<file path="src/rtl/muldiv_pkg.sv">
// muldiv_pkg: shared opcodes, FSM state type and op-classification helpers for muldiv_iter
package muldiv_pkg;
  localparam logic [2:0] OP_MUL    = 3'd0;
  localparam logic [2:0] OP_MULH   = 3'd1;
  localparam logic [2:0] OP_MULHSU = 3'd2;
  localparam logic [2:0] OP_MULHU  = 3'd3;
  localparam logic [2:0] OP_DIV    = 3'd4;
  localparam logic [2:0] OP_DIVU   = 3'd5;
  localparam logic [2:0] OP_REM    = 3'd6;
  localparam logic [2:0] OP_REMU   = 3'd7;
  typedef enum logic [1:0] {IDLE, CALC, DONE} state_t;
  function automatic logic is_div(input logic [2:0] op);
    return op[2];
  endfunction
  function automatic logic signed_a(input logic [2:0] op);
    return op == OP_MULH || op == OP_MULHSU || op == OP_DIV || op == OP_REM;
  endfunction
  function automatic logic signed_b(input logic [2:0] op);
    return op == OP_MULH || op == OP_DIV || op == OP_REM;
  endfunction
endpackage

</file>
<file path="src/rtl/muldiv_step.sv">
// muldiv_step: one iteration of shift-add multiply or restoring divide on magnitudes
module muldiv_step #(
  parameter int XLEN = 32
) (
  input  logic            div,
  input  logic [XLEN-1:0] hi,
  input  logic [XLEN-1:0] lo,
  input  logic [XLEN-1:0] b,
  output logic [XLEN-1:0] hi_n,
  output logic [XLEN-1:0] lo_n
);
  logic [XLEN:0] sum, sh, diff;
  logic          ge;
  // multiply: {hi,lo} is the product/multiplier; divide: hi is remainder, lo is dividend/quotient
  always_comb begin
    sum  = {1'b0, hi} + (lo[0] ? {1'b0, b} : '0);
    sh   = {hi, lo[XLEN-1]};
    diff = sh - {1'b0, b};
    ge   = sh >= {1'b0, b};
    hi_n = div ? (ge ? diff[XLEN-1:0] : sh[XLEN-1:0]) : sum[XLEN:1];
    lo_n = div ? {lo[XLEN-2:0], ge} : {sum[0], lo[XLEN-1:1]};
  end
endmodule

</file>
<file path="src/rtl/muldiv_iter.sv">
// muldiv_iter: iterative RV M-extension multiply/divide unit, one bit per cycle
module muldiv_iter
  import muldiv_pkg::*;
#(
  parameter int XLEN     = 32,
  parameter bit FAST_DIV = 1'b1
) (
  input  logic            clk,
  input  logic            reset,
  input  logic            in_valid,
  output logic            in_ready,
  input  logic [2:0]      op,
  input  logic [XLEN-1:0] op_a,
  input  logic [XLEN-1:0] op_b,
  input  logic            flush,
  output logic            out_valid,
  input  logic            out_ready,
  output logic [XLEN-1:0] result,
  output logic            busy
);
  localparam int CW = $clog2(XLEN + 1);
  localparam logic [XLEN-1:0] MIN = {1'b1, {(XLEN-1){1'b0}}};
  state_t            state_q, state_d;
  logic [2:0]        op_q, op_d;
  logic              neg_a_q, neg_a_d, neg_b_q, neg_b_d, dz_q, dz_d, ov_q, ov_d;
  logic              out_valid_q, out_valid_d;
  logic [CW-1:0]     cnt_q, cnt_d;
  logic [XLEN-1:0]   hi_q, hi_d, lo_q, lo_d, b_q, b_d, result_q, result_d;
  logic [XLEN-1:0]   step_hi, step_lo, a_mag, b_mag, quot_s, rem_s, res_sel;
  logic [2*XLEN-1:0] prod_s;
  logic              accept, sa, sb, dz, ov, fast;
  muldiv_step #(.XLEN(XLEN)) u_step (
    .div  (is_div(op_q)),
    .hi   (hi_q),
    .lo   (lo_q),
    .b    (b_q),
    .hi_n (step_hi),
    .lo_n (step_lo)
  );
  // decode the incoming request: operand signs, magnitudes, special divide cases
  always_comb begin
    accept = in_valid & in_ready & ~flush;
    sa     = signed_a(op) & op_a[XLEN-1];
    sb     = signed_b(op) & op_b[XLEN-1];
    a_mag  = sa ? -op_a : op_a;
    b_mag  = sb ? -op_b : op_b;
    dz     = is_div(op) && op_b == '0;
    ov     = (op == OP_DIV || op == OP_REM) && op_a == MIN && &op_b;
    fast   = FAST_DIV && (dz || ov);
  end
  // sign fix and result select from the finished magnitudes and latched flags
  always_comb begin
    prod_s  = (neg_a_q ^ neg_b_q) ? -{hi_q, lo_q} : {hi_q, lo_q};
    quot_s  = (neg_a_q ^ neg_b_q) ? -lo_q : lo_q;
    rem_s   = neg_a_q ? -hi_q : hi_q;
    res_sel = op_q == OP_MUL ? prod_s[XLEN-1:0] :
              !op_q[2]       ? prod_s[2*XLEN-1:XLEN] :
              !op_q[1]       ? (dz_q ? '1 : ov_q ? MIN : quot_s) :
                               (ov_q ? '0 : rem_s);
  end
  // state register
  always_ff @(posedge clk or posedge reset) begin
    if (reset) state_q <= IDLE;
    else       state_q <= state_d;
  end
  // next state: flush wins over everything, special divides skip CALC when FAST_DIV
  always_comb begin
    state_d = state_q;
    if (flush) state_d = IDLE;
    else
      unique case (state_q)
        IDLE:    if (accept) state_d = fast ? DONE : CALC;
        CALC:    if (cnt_q == CW'(1)) state_d = DONE;
        default: if (out_valid_q && out_ready) state_d = IDLE;
      endcase
  end
  // FSM-decoded outputs
  always_comb begin
    in_ready  = state_q == IDLE;
    busy      = state_q != IDLE;
    out_valid = out_valid_q;
    result    = result_q;
  end
  // datapath next values; a fast divide-by-zero preloads the remainder with |a| so sign fix restores op_a
  always_comb begin
    op_d        = op_q;
    neg_a_d     = neg_a_q;
    neg_b_d     = neg_b_q;
    dz_d        = dz_q;
    ov_d        = ov_q;
    cnt_d       = cnt_q;
    hi_d        = hi_q;
    lo_d        = lo_q;
    b_d         = b_q;
    result_d    = result_q;
    out_valid_d = out_valid_q;
    if (accept) begin
      op_d    = op;
      neg_a_d = sa;
      neg_b_d = sb;
      dz_d    = dz;
      ov_d    = ov;
      cnt_d   = CW'(XLEN);
      hi_d    = (dz && FAST_DIV) ? a_mag : '0;
      lo_d    = a_mag;
      b_d     = b_mag;
    end else if (state_q == CALC) begin
      hi_d  = step_hi;
      lo_d  = step_lo;
      cnt_d = cnt_q - 1'b1;
    end
    if (state_q == DONE && !out_valid_q) begin
      result_d    = res_sel;
      out_valid_d = 1'b1;
    end
    if (out_valid_q && out_ready) out_valid_d = 1'b0;
    if (flush) begin
      out_valid_d = 1'b0;
      result_d    = result_q;
    end
  end
  // datapath registers
  always_ff @(posedge clk or posedge reset) begin
    if (reset) begin
      op_q        <= '0;
      neg_a_q     <= 1'b0;
      neg_b_q     <= 1'b0;
      dz_q        <= 1'b0;
      ov_q        <= 1'b0;
      cnt_q       <= '0;
      hi_q        <= '0;
      lo_q        <= '0;
      b_q         <= '0;
      result_q    <= '0;
      out_valid_q <= 1'b0;
    end else begin
      op_q        <= op_d;
      neg_a_q     <= neg_a_d;
      neg_b_q     <= neg_b_d;
      dz_q        <= dz_d;
      ov_q        <= ov_d;
      cnt_q       <= cnt_d;
      hi_q        <= hi_d;
      lo_q        <= lo_d;
      b_q         <= b_d;
      result_q    <= result_d;
      out_valid_q <= out_valid_d;
    end
  end
endmodule

</file>
<file path="config.mk">
export PLATFORM = sky130hd
export DESIGN_NAME = muldiv_iter
export DESIGN_NICKNAME = d
export VERILOG_FILES = /design/src/rtl/muldiv_pkg.sv /design/src/rtl/muldiv_step.sv /design/src/rtl/muldiv_iter.sv
export SDC_FILE = /design/constraint.sdc
export NUM_CORES = 1
export LEC_CHECK = 0
export ABC_AREA = 1
export CAP_MARGIN = 20
export CORE_MARGIN = 2
export CORE_UTILIZATION = 52
export DETAILED_ROUTE_END_ITERATION = 7
export GPL_ROUTABILITY_DRIVEN = 0
export HOLD_SLACK_MARGIN = 0.12
export PLACE_DENSITY = 0.71
export SLEW_MARGIN = 5
export SYNTH_ARGS = -nofsm -noshare
export SYNTH_HDL_FRONTEND = slang
export SYNTH_SLANG_ARGS = --single-unit
export TNS_END_PERCENT = 30
</file>
<file path="constraint.sdc">
create_clock -name clk -period 7.1 [get_ports clk]
set_clock_uncertainty 0.2 [all_clocks]
set_input_delay 0.71 -clock clk [delete_from_list [all_inputs] [get_ports clk]]
set_output_delay 0.71 -clock clk [all_outputs]
set_load 0.1 [all_outputs]
</file>
# After elaboration in Yosys (flattened, before gate mapping)
# Cells that the tools add are included.
# classes
add_sub_neg	8
order_cmp	1
eq_ne	10
n_mux	31
n_bitwise	6
reduce_logical	23
# op_table
cell	n
$mux W32	19
$neg A32 Y32	4
$mux W64	1
$neg A64 Y64	1
$add A32 B32 Y33	1
$ge A33 B32 Y1	1
$eq A32 B32 Y1 const B	1
$logic_not A32 Y1	1
$reduce_and A32 Y1	1
$sub A32 B32 Y32	1
$mux W6	2
$mux W2	5
$logic_or A1 B1 Y1	7
$eq A3 B3 Y1 const B	2
$eq A6 B1 Y1 const B	1
$sub A6 B1 Y6 const B	1
$logic_and A1 B1 Y1	5
$and A1 B1 Y1	4
$pmux W2 S2	1
$reduce_bool A2 Y1	2
$reduce_bool A4 Y1	1
$eq A3 B1 Y1 const B	1
$eq A3 B2 Y1 const B	1
$logic_not A3 Y1	1
other kinds (12)	14
# totals
regBits	144
inputBits	72
out_inout_bits	35
elab_cells	91

# Logic depth before layout (Yosys ltp)
# Gate-level depths: netlist (run 1).
# logic_depth
depth_word	9
depth_mapped	22
depth_no_buf	20

# Cells and area by module
# A second synthesis (run 1) with hierarchy kept.
# unflattened
cells_unflattened	3286
area_unflattened_um2	18283.8
# by_module_without_submodules
mod	instances	cells_each	area_each_um2	seq_area_each_um2
muldiv_iter	1	2006	12055.3	3603.5
muldiv_step	1	1280	6228.5	0.0

# Worst setup path before layout (run 1)
# OpenSTA, ideal clock, no wires.
# synth_path
path_type	reg2reg
start	reg state_q[1]
end	reg b_q[3]
setup_time_ps	136
t_arrival_ps	3863
t_required_ps	6764
setup_slack_ps	2901
stages_incl_launch_ff	10
path_buffers	3
period_less_slack_ps	4199
path_cell_list	dfrtp_1 > nor2_1 > inv_1 > nor3_4 > inv_1 > buf_6 > buf_6 > clkbuf_1 > nand2_1 > o21ai_0
# synth_between
elab_chain_len	3
# synth_lines
element	line	source
start, declared	muldiv_iter.sv:23	state_t state_q, state_d;
start signal, assigned	muldiv_iter.sv:64	else state_q <= state_d;
$logic_not A2 Y1	muldiv_iter.sv:79	in_ready = state_q == IDLE;
named net in_ready	muldiv_iter.sv:11	output logic in_ready,
$and A1 B1 Y1 (2 in a row)	muldiv_iter.sv:42	accept = in_valid & in_ready & ~flush;
end signal, assigned	muldiv_iter.sv:133	b_q <= '0;
end signal, assigned	muldiv_iter.sv:145	b_q <= b_d;
end, declared	muldiv_iter.sv:28	logic [XLEN-1:0] hi_q, hi_d, lo_q, lo_d, b_q, b_d, result_q, result_d;
# The timed path passes the listed nets, and every way through them passes these cells.
# A chain may end at the register's enable or synchronous reset.

# Worst setup path after layout (run 1)
# layout_path
start	reg hi_q[17]
end	reg hi_q[31]
# layout_between
elab_chain_len	5
word_cells_on_any_way	7
cone_classes	2 x add/sub; 1 x order compare; 4 x mux
# layout_lines
element	line	source
start, declared	muldiv_iter.sv:28	
start signal, assigned	muldiv_iter.sv:143	hi_q <= hi_d;
$sub A32 B32 Y32 or $ge A33 B32 Y1 (tied branches)	muldiv_step.sv:18, muldiv_step.sv:19	
$mux W32	muldiv_step.sv:20	hi_n = div ? (ge ? diff[XLEN-1:0] : sh[XLEN-1:0]) : sum[XLEN:1];
$mux W32 (*)	muldiv_step.sv:20	
$mux W32 (*)	muldiv_iter.sv:107	end else if (state_q == CALC) begin
$mux W32 (*)	muldiv_iter.sv:97	if (accept) begin
# Mark *: on every way between the ends. The rest lies on a longest branch, timed or not. The select of a mux whose other input is x is not followed.

==> run summary, run 1 <==
OUTCOME
------------------------------------------------------------------------------------------
Result of the run                                                             finished, violations left
Violations in the final reports                                                        DRC

POWER AND IR DROP
------------------------------------------------------------------------------------------
Cell-internal power                                                              0.00408 W
Switching power                                                                  0.00703 W
Switching Fraction                                                                   63.3%
Leakage power                                                                      10.6 nW
Gate power share                                                                     74.2%
Power Density                                                                   559 nW/um2
Clock network fraction of design power                                                8.3%
Maximum vdd ir drop                                                               0.331 mV
Portion of total power attributed to sequential cells                                17.5%

PLACEMENT
------------------------------------------------------------------------------------------
Number of cells after detailed placement                                             3,712
Port Buffer Count                                                                      106
Instance area at placement                                                      19,300 um2
HPWL Detailed                                                                    54,800 um

SETUP PATH
------------------------------------------------------------------------------------------
Register-to-Register Path Depth                                                         17
Biggest fanout along the worst timing path                                              23
Worst setup EP type                                                                   flop
Critical path data arrival time                                                    3.99 ns
Class of the most critical setup path                                         flop to flop
Flop2flop setup slack                                                              3.26 ns
Most prevalent standard cell on the critical path                             sky130_fd_sc_hd__nand2_1
Kind of launch point of the worst setup path                                          flop
Library cell contributing the largest single delay on the critical path       sky130_fd_sc_hd__dfrtp_1
Endpoint of the worst register-to-register path                                   hi_q[31]
Ordered list of cells on the worst path                                       ha_1 > nand2_1 > nand2_1 > nand2_1 > nand2_1 > a21oi_2 > nor2_2 > nor2_4 > nand2_2 > nand2_1 > nand2_1 > nand2_1 > nand2_1 > nand2_1 > nand2_1 > nand2_1 > nand2_1
Worst reg2reg path startpoint                                                     hi_q[17]
Required time reported for the critical path endpoint                              7.25 ns
CP peak stage delay                                                                0.81 ns

YOSYS
------------------------------------------------------------------------------------------
Synthesized net count                                                                3,381
Number of synthesis warnings                                                             0
Cell variety after synth                                                                55
Post-synth ARST share                                                                 100%
Average cell area after synthesis                                                 5.56 um2
Flip-flop cell with the highest count after synthesis                         sky130_fd_sc_hd__dfrtp_1
FF+latch count, synth                                                                  144
Synth top area cells                                                          sky130_fd_sc_hd__nand2_1, sky130_fd_sc_hd__dfrtp_1, sky130_fd_sc_hd__inv_1
Cell count after synthesis                                                           3,236
Number of enable-type register cells in the synthesized netlist                          0
Post-synthesis cell area                                                        18,000 um2
Biggest area consumer among synthesized cells                                 sky130_fd_sc_hd__nand2_1
Post-synthesis sequential area ratio                                                 20.0%
Share of Yosys cell area claimed by the top area cell type                           24.9%

FLOORPLAN
------------------------------------------------------------------------------------------
Number of cell rows                                                                     68
Width of the chip                                                                   190 um
Height of the die                                                                   190 um
Starting density of the core                                                         52.4%
Count of pins on the block boundary                                                    107
Core region area                                                                34,300 um2
Area enclosed by the die boundary                                               36,100 um2

STA
------------------------------------------------------------------------------------------
RSZ-0062 raised after global routing                                                    no
Transition time at the pin with the least slew margin                             0.992 ns
Headroom to the max-slew limit                                                       33.7%
Count of pins over their slew limit                                                      0
Final worst hold slack                                                            0.275 ns
Hold violation count in the final report                                                 0
Sum of negative setup slack                                                           0 ns
Final period utilization                                                             54.2%
Maximum operating frequency                                                      0.260 GHz
Final critical-path required period                                                3.84 ns
Endpoints failing setup                                                                  0

CLOCKING
------------------------------------------------------------------------------------------
Clock tree from TritonCTS                                                            built
Clock edge transition at the registers on the reported setup and hold paths        0.07 ns
Root Driver                                                                   sky130_fd_sc_hd__clkbuf_16
Quantity of hold-fixing buffers added after cts                                          0
Number of setup buffers added after CTS                                                  0
Clock latency at the later pin of the worst-skew pair                              0.46 ns
Resized Gates After CTS                                                                  0
Number of buffers between clock root and the deepest sink                                2
Clock net sink count                                                                   144
CTS HTree Levels                                                                         4
Number of buffers created by CTS                                                        17

GLOBAL ROUTING
------------------------------------------------------------------------------------------
GRT met1 Usage                                                                       54.0%
Met2 Usage GRT                                                                       56.9%
Global-route wire length before repair                                          109,000 um
Initial antenna violation count                                                          0
Total congestion overflow after global routing                                           0
Pin count of the biggest net entering global routing                                    93
Total track usage                                                                    39.3%
Via count of the first global-routing pass                                           19.4k
M3 GR Usage                                                                          10.7%
Gr busiest metal                                                                      met2

WORST HOLD PATH
------------------------------------------------------------------------------------------
Min-Delay Endpoint                                                              result[28]
Worst hold path startpoint                                                      result[28]
Worst hold path depth                                                                    2
Hold/Removal Path Class                                                       flop to flop

CELLS AND AREA
------------------------------------------------------------------------------------------
Number of fillers in the final layout                                                3,517
Final non-filler cell total                                                          3,746
Most frequent cells in the layout                                             sky130_fd_sc_hd__nand2_1, sky130_fd_sc_hd__inv_1, sky130_fd_sc_hd__nor2_1, sky130_fd_sc_hd__nand3_1, sky130_fd_sc_hd__o21ai_0
Ratio of cells with drive above 1 in the final layout                                3.43%
Relative area change from synthesis to final layout                                  10.5%
Total Nets Final                                                                     3,422
Finished Cell Area                                                              19,900 um2
Most common cell after layout, fill and taps aside                            sky130_fd_sc_hd__nand2_1

ROUTE
------------------------------------------------------------------------------------------
Routed Antenna Nets                                                                      0
First-pass DRT Iterations                                                                8
Drt total wl                                                                     71,200 um
Via count of the routed design                                                       21.8k
Routed wire per std cell                                                           19.0 um
Number of violations reported at the end of detailed-routing iteration 0             2,998
Drt via density                                                                       5.82
Post-detailed-route DRC marker count                                                     1

JOB
------------------------------------------------------------------------------------------
Max_cap viols                                                                            0

[Yosys cell counts (15+ instances only)]
library cell and instances:
sky130_fd_sc_hd__nor3_1 31, sky130_fd_sc_hd__nand4_1 56, sky130_fd_sc_hd__dfrtp_1 144, sky130_fd_sc_hd__xor2_1 78, sky130_fd_sc_hd__ha_1 71, sky130_fd_sc_hd__a21oi_1 172
sky130_fd_sc_hd__nand2_1 1193, sky130_fd_sc_hd__nand3_1 235, sky130_fd_sc_hd__nor2_1 327, sky130_fd_sc_hd__clkbuf_1 58, sky130_fd_sc_hd__nand3b_1 18, sky130_fd_sc_hd__o211ai_1 36
sky130_fd_sc_hd__o21ai_0 202, sky130_fd_sc_hd__inv_1 441, sky130_fd_sc_hd__buf_2 15
[worst max-delay path by stage]
stage / startpoint / to
after floorplan: reset / b_q[0]
after global placement: flush / hi_q[16]
after detailed placement: flush / hi_q[16]
after CTS: neg_a_q / result[5]
after global routing: hi_q[19] / hi_q[31]
final: hi_q[17] / hi_q[31]
[routing by layer]
metal / vias up / share of wire (%)
met1: 9760 / 40
met5: - / 0.076
met3: 226 / 14
li1: 10400 / -
met4: 2 / 5.2
met2: 1463 / 40
[final cells by class]
class                   instances  area (um2)  share of cell area, %
clock inverters                13         126                  0.636
well taps                     455         569                   2.87
repair buffers                127        1260                   6.34
multi-input cells            2531       12100                   61.1
flip-flops and latches        144        3610                   18.2
clock buffers                  19         453                   2.28
diodes                          1        2.50                 0.0126
inverters                     456        1720                   8.65
[metrics by stage]
step / power, W / utilization, % / setup slack (ns)
after CTS: 0.0107 / 57.9 / 3.31
final: 0.0111 / 57.9 / 3.26
after detailed placement: 0.00975 / 56.2 / 3.06
after floorplan: 0.00735 / - / 2.32
after global routing: 0.0119 / 57.9 / 3.16
after global placement: 0.00961 / 56.1 / 3.09
[flip-flops by register name, indices dropped and copies added, names as in the netlist, 2 cells and up]
register,cells
b_q,32
cnt_q,6
hi_q,32
lo_q,32
op_q,3
result,32
state_q,2
[power groups by stage]
stage | clock network (W) | registers, W | logic [W]
global route | 0.000957 | 0.00193 | 0.00899
detailed placement | 0 | 0.00190 | 0.00785
finish | 0.000919 | 0.00195 | 0.00824
CTS | 0.000920 | 0.00188 | 0.00789
floorplan | 0 | 0.00206 | 0.00529
global placement | 0 | 0.00189 | 0.00772
[cells by family (layout without fill, tap and decap cells)]
logic type,after synthesis,after routing,share of synthesized area [%]
and+or+nand+nor,1916,1916,44.3
buffers and inverters,561,615,12.5
AOI/OAI and AO/OA,453,453,13.7
DFF,144,144,20.0
xor gates and xnor gates,89,89,4.34
adders and majority gates,73,73,5.16
other,0,1,0
[critical path, delay by kind of cell, from the launching register on]
| family | cells | cell delay [ns] |
|---|---|---|
| DFF | 1 | 0.81 |
| adders and majority gates | 1 | 0.41 |
| and+or+nand+nor | 15 | 2.07 |
| AOI/OAI and AO/OA | 1 | 0.23 |
(Power assumes the default switching activity.)
==> inputs of run 2 (changes only) <==
Settings changed: PLACE_DENSITY 0.71 to 0.74.
Clock period 7.1 ns to 3.2 ns, I/O delays scaled along.
==> run 2 against run 1 <==
Net effect:
- maximum frequency grew 26%
- critical path type unchanged
- the run still ends with DRC left
- critical path depth is the same
- sequential power is 84% higher
- sequential cell count stayed put
- largest cell class unchanged
- utilization increased by 1.7 points
- die area unchanged
==> run summary, run 2 (synthesized netlist as in run 1, its figures left out) <==
CLOCKING
------------------------------------------------------------------------------------------
Number of setup buffers added after CTS                                                  0   unchanged
Clock latency at the later pin of the worst-skew pair                              0.47 ns   about the same
Number of buffers between clock root and the deepest sink                                2   unchanged
CTS HTree Levels                                                                         4   unchanged
Clock net sink count                                                                   144   unchanged
Number of buffers created by CTS                                                        17   unchanged
Root Driver                                                                   sky130_fd_sc_hd__clkbuf_16
Clock tree from TritonCTS                                                            built
Clock edge transition at the registers on the reported setup and hold paths        0.07 ns   about the same

STA
------------------------------------------------------------------------------------------
Headroom to the max-slew limit                                                       46.5%   +13 points
Hold violation count in the final report                                                 0   unchanged
Final critical-path required period                                                3.06 ns   -0.789 ns
Final period utilization                                                             95.5%   +41 points
Count of pins over their slew limit                                                      0   unchanged
Endpoints failing setup                                                                  0   unchanged
Transition time at the pin with the least slew margin                             0.802 ns   -0.190 ns
Maximum operating frequency                                                      0.327 GHz   +26%
Sum of negative setup slack                                                           0 ns   unchanged
Final worst hold slack                                                            0.280 ns   +0.00460 ns

CELLS AND AREA
------------------------------------------------------------------------------------------
Ratio of cells with drive above 1 in the final layout                                7.08%   +3.6 points
Relative area change from synthesis to final layout                                  13.8%
Most frequent cells in the layout                                             sky130_fd_sc_hd__nand2_1, sky130_fd_sc_hd__inv_1, sky130_fd_sc_hd__nor2_1, sky130_fd_sc_hd__nand3_1, sky130_fd_sc_hd__o21ai_0
Most common cell after layout, fill and taps aside                            sky130_fd_sc_hd__nand2_1
Number of inserted diodes                                                                0   -1
Total Nets Final                                                                     3,510   +2.6%

SETUP PATH
------------------------------------------------------------------------------------------
Register-to-Register Path Depth                                                         17   unchanged
Required time reported for the critical path endpoint                              3.34 ns   -3.91 ns
Worst reg2reg path startpoint                                                      lo_q[0]
Levels on crit path                                                                     17   unchanged
Endpoint of the worst register-to-register path                                   hi_q[20]
Biggest fanout along the worst timing path                                              27   +17%
Capturing element of the worst setup path                                         hi_q[20]
Worst setup path startpoint                                                        lo_q[0]
Critical path data arrival time                                                    3.19 ns   -0.80 ns
Kind of launch point of the worst setup path                                          flop
Crit path buf inv count                                                                  3   +3
Flop2flop setup slack                                                              0.14 ns   -3.11 ns
Library cell contributing the largest single delay on the critical path       sky130_fd_sc_hd__dfrtp_2
Cell family with most CP delay                                                simple AND/OR/NAND/NOR gates
Most prevalent standard cell on the critical path                             sky130_fd_sc_hd__nand2_1
Ordered list of cells on the worst path                                       buf_12 > nand2_1 > inv_1 > ha_1 > nand2_1 > nor2_1 > nand2_1 > nor2_1 > nand2_1 > nand3_1 > nand2_1 > nand3_1 > nand2_1 > inv_1 > nand3_1 > nand2_1 > a21oi_1
Worst setup EP type                                                                   flop
CP peak stage delay                                                                0.47 ns   -0.34 ns
Class of the most critical setup path                                         flop to flop

ROUTE
------------------------------------------------------------------------------------------
Via count of the routed design                                                       22.3k   +2.1%
First-pass DRT Iterations                                                                8   unchanged
Routed wire per std cell                                                           18.7 um   -1.6%
Drt via density                                                                       5.81   -0.20%
Post-detailed-route DRC marker count                                                     9   +8
Routed Antenna Nets                                                                      0   unchanged
Drt total wl                                                                     71,700 um   +0.70%
Number of violations reported at the end of detailed-routing iteration 0             3,220   +7.4%

GLOBAL ROUTING
------------------------------------------------------------------------------------------
Total track usage                                                                    39.8%   +0.55 points
Via count of the first global-routing pass                                           20.4k   +5.6%
GRT met1 Usage                                                                       52.8%   -1.2 points
Global-route wire length before repair                                          111,000 um   +2.5%
Gr busiest metal                                                                      met2
M3 GR Usage                                                                          13.4%   +2.7 points
Met2 Usage GRT                                                                       57.4%   +0.52 points
Pin count of the biggest net entering global routing                                    67   -28%
Initial antenna violation count                                                          0   unchanged
Total congestion overflow after global routing                                           0   unchanged

FLOORPLAN
------------------------------------------------------------------------------------------
Area enclosed by the die boundary                                               36,100 um2   unchanged
Starting density of the core                                                         52.4%   unchanged
Width of the chip                                                                   190 um   unchanged
Height of the die                                                                   190 um   unchanged
Count of pins on the block boundary                                                    107   unchanged
Number of cell rows                                                                     68   unchanged
Core region area                                                                34,300 um2   unchanged

POWER AND IR DROP
------------------------------------------------------------------------------------------
Power Density                                                                  1210 nW/um2   +120%
Overall power after layout                                                        0.0249 W   +120%
Gate power share                                                                     77.4%   +3.2 points
Switching Fraction                                                                   61.7%   -1.6 points
Portion of total power attributed to sequential cells                                14.5%   -3.0 points
Clock network fraction of design power                                                8.2%   about the same
Cell-internal power                                                              0.00951 W   +130%
Maximum vdd ir drop                                                               0.710 mV   +110%
Switching power                                                                   0.0153 W   +120%
Leakage power                                                                      11.1 nW   +4.5%

PLACEMENT
------------------------------------------------------------------------------------------
HPWL Detailed                                                                    57,200 um   +4.5%
Port Buffer Count                                                                      106   unchanged

OUTCOME
------------------------------------------------------------------------------------------
Result of the run                                                             finished, violations left
Violations in the final reports                                                        DRC

WORST HOLD PATH
------------------------------------------------------------------------------------------
Hold/Removal Path Class                                                       flop to flop

JOB
------------------------------------------------------------------------------------------
Max_cap viols                                                                            0   unchanged

[run 2: cell count changes in the layout (fill, tap and decap cells not counted), moves of 2 or more]
cell                              before  now
sky130_fd_sc_hd__clkinv_2              3    5
sky130_fd_sc_hd__inv_2                10   12
sky130_fd_sc_hd__inv_6                 5    2
sky130_fd_sc_hd__clkdlybuf4s50_1     106   71
sky130_fd_sc_hd__buf_12                0    5
sky130_fd_sc_hd__buf_4                19  138
sky130_fd_sc_hd__buf_16                2    0
sky130_fd_sc_hd__clkbuf_8              2    0
[run 2: power by group through the flow]
stage          registers [W]  clock network [W]  logic (W)
6_report             0.00359            0.00203     0.0192
3_3_place_gp         0.00350                  0     0.0181
4_1_cts              0.00351            0.00204     0.0184
2_1_floorplan        0.00458                  0     0.0117
3_5_place_dp         0.00354                  0     0.0183
5_1_grt              0.00364            0.00213     0.0209
[run 2: worst min path at each step]
stage | cells after the start | slack (ns) | start | to
after floorplan | 2 | 0.24 | op[1] | op_q[1]
after global placement | 2 | 0.26 | cnt_q[1] | cnt_q[1]
after detailed placement | 2 | 0.27 | result[3] | result[3]
after CTS | 2 | 0.28 | result[3] | result[3]
after global routing | 2 | 0.30 | result[5] | result[5]
final | 2 | 0.28 | result[11] | result[11]
[run 2: area by class of cell]
cell class,instances,area [um2]
well taps,455,569
clock buffers,17,425
inverters,456,1720
flip-flops and latches,144,3610
fillers,3462,13800
multi-input cells,2531,12100
clock inverters,14,143
repair buffers,215,1860
[run 2: per-stage QoR]
stage	cell area [um2]	worst slack, ns	cells	util, %
2_1_floorplan	18000	-0.999	3236	-
3_3_place_gp	19900	0.154	3800	58.0
3_5_place_dp	19900	0.105	3800	58.0
4_1_cts	20400	0.163	3832	59.6
5_1_grt	20500	-0.00182	3832	59.7
6_report	20500	0.144	3832	59.7
[run 2: worst min-delay path, stage by stage, from the launching register on]
cell and delay [ns]:
sky130_fd_sc_hd__dfrtp_1 0.34, sky130_fd_sc_hd__nand2_1 0.06, sky130_fd_sc_hd__nand2_1 0.05
[run 2: layer usage]
| metal | part of all wire [%] | vias to the layer above |
|---|---|---|
| met5 | 0.031 | - |
| met4 | 5.9 | 2 |
| met3 | 15 | 262 |
| met2 | 40 | 1538 |
| met1 | 39 | 9928 |
| li1 | - | 10500 |
[run 2: repair_timing]
action	CTS	global route
hold buffers	1	0
gates resized for setup	0	7
hold endpoints to repair	18	0
endpoints found under the setup margin	0	9
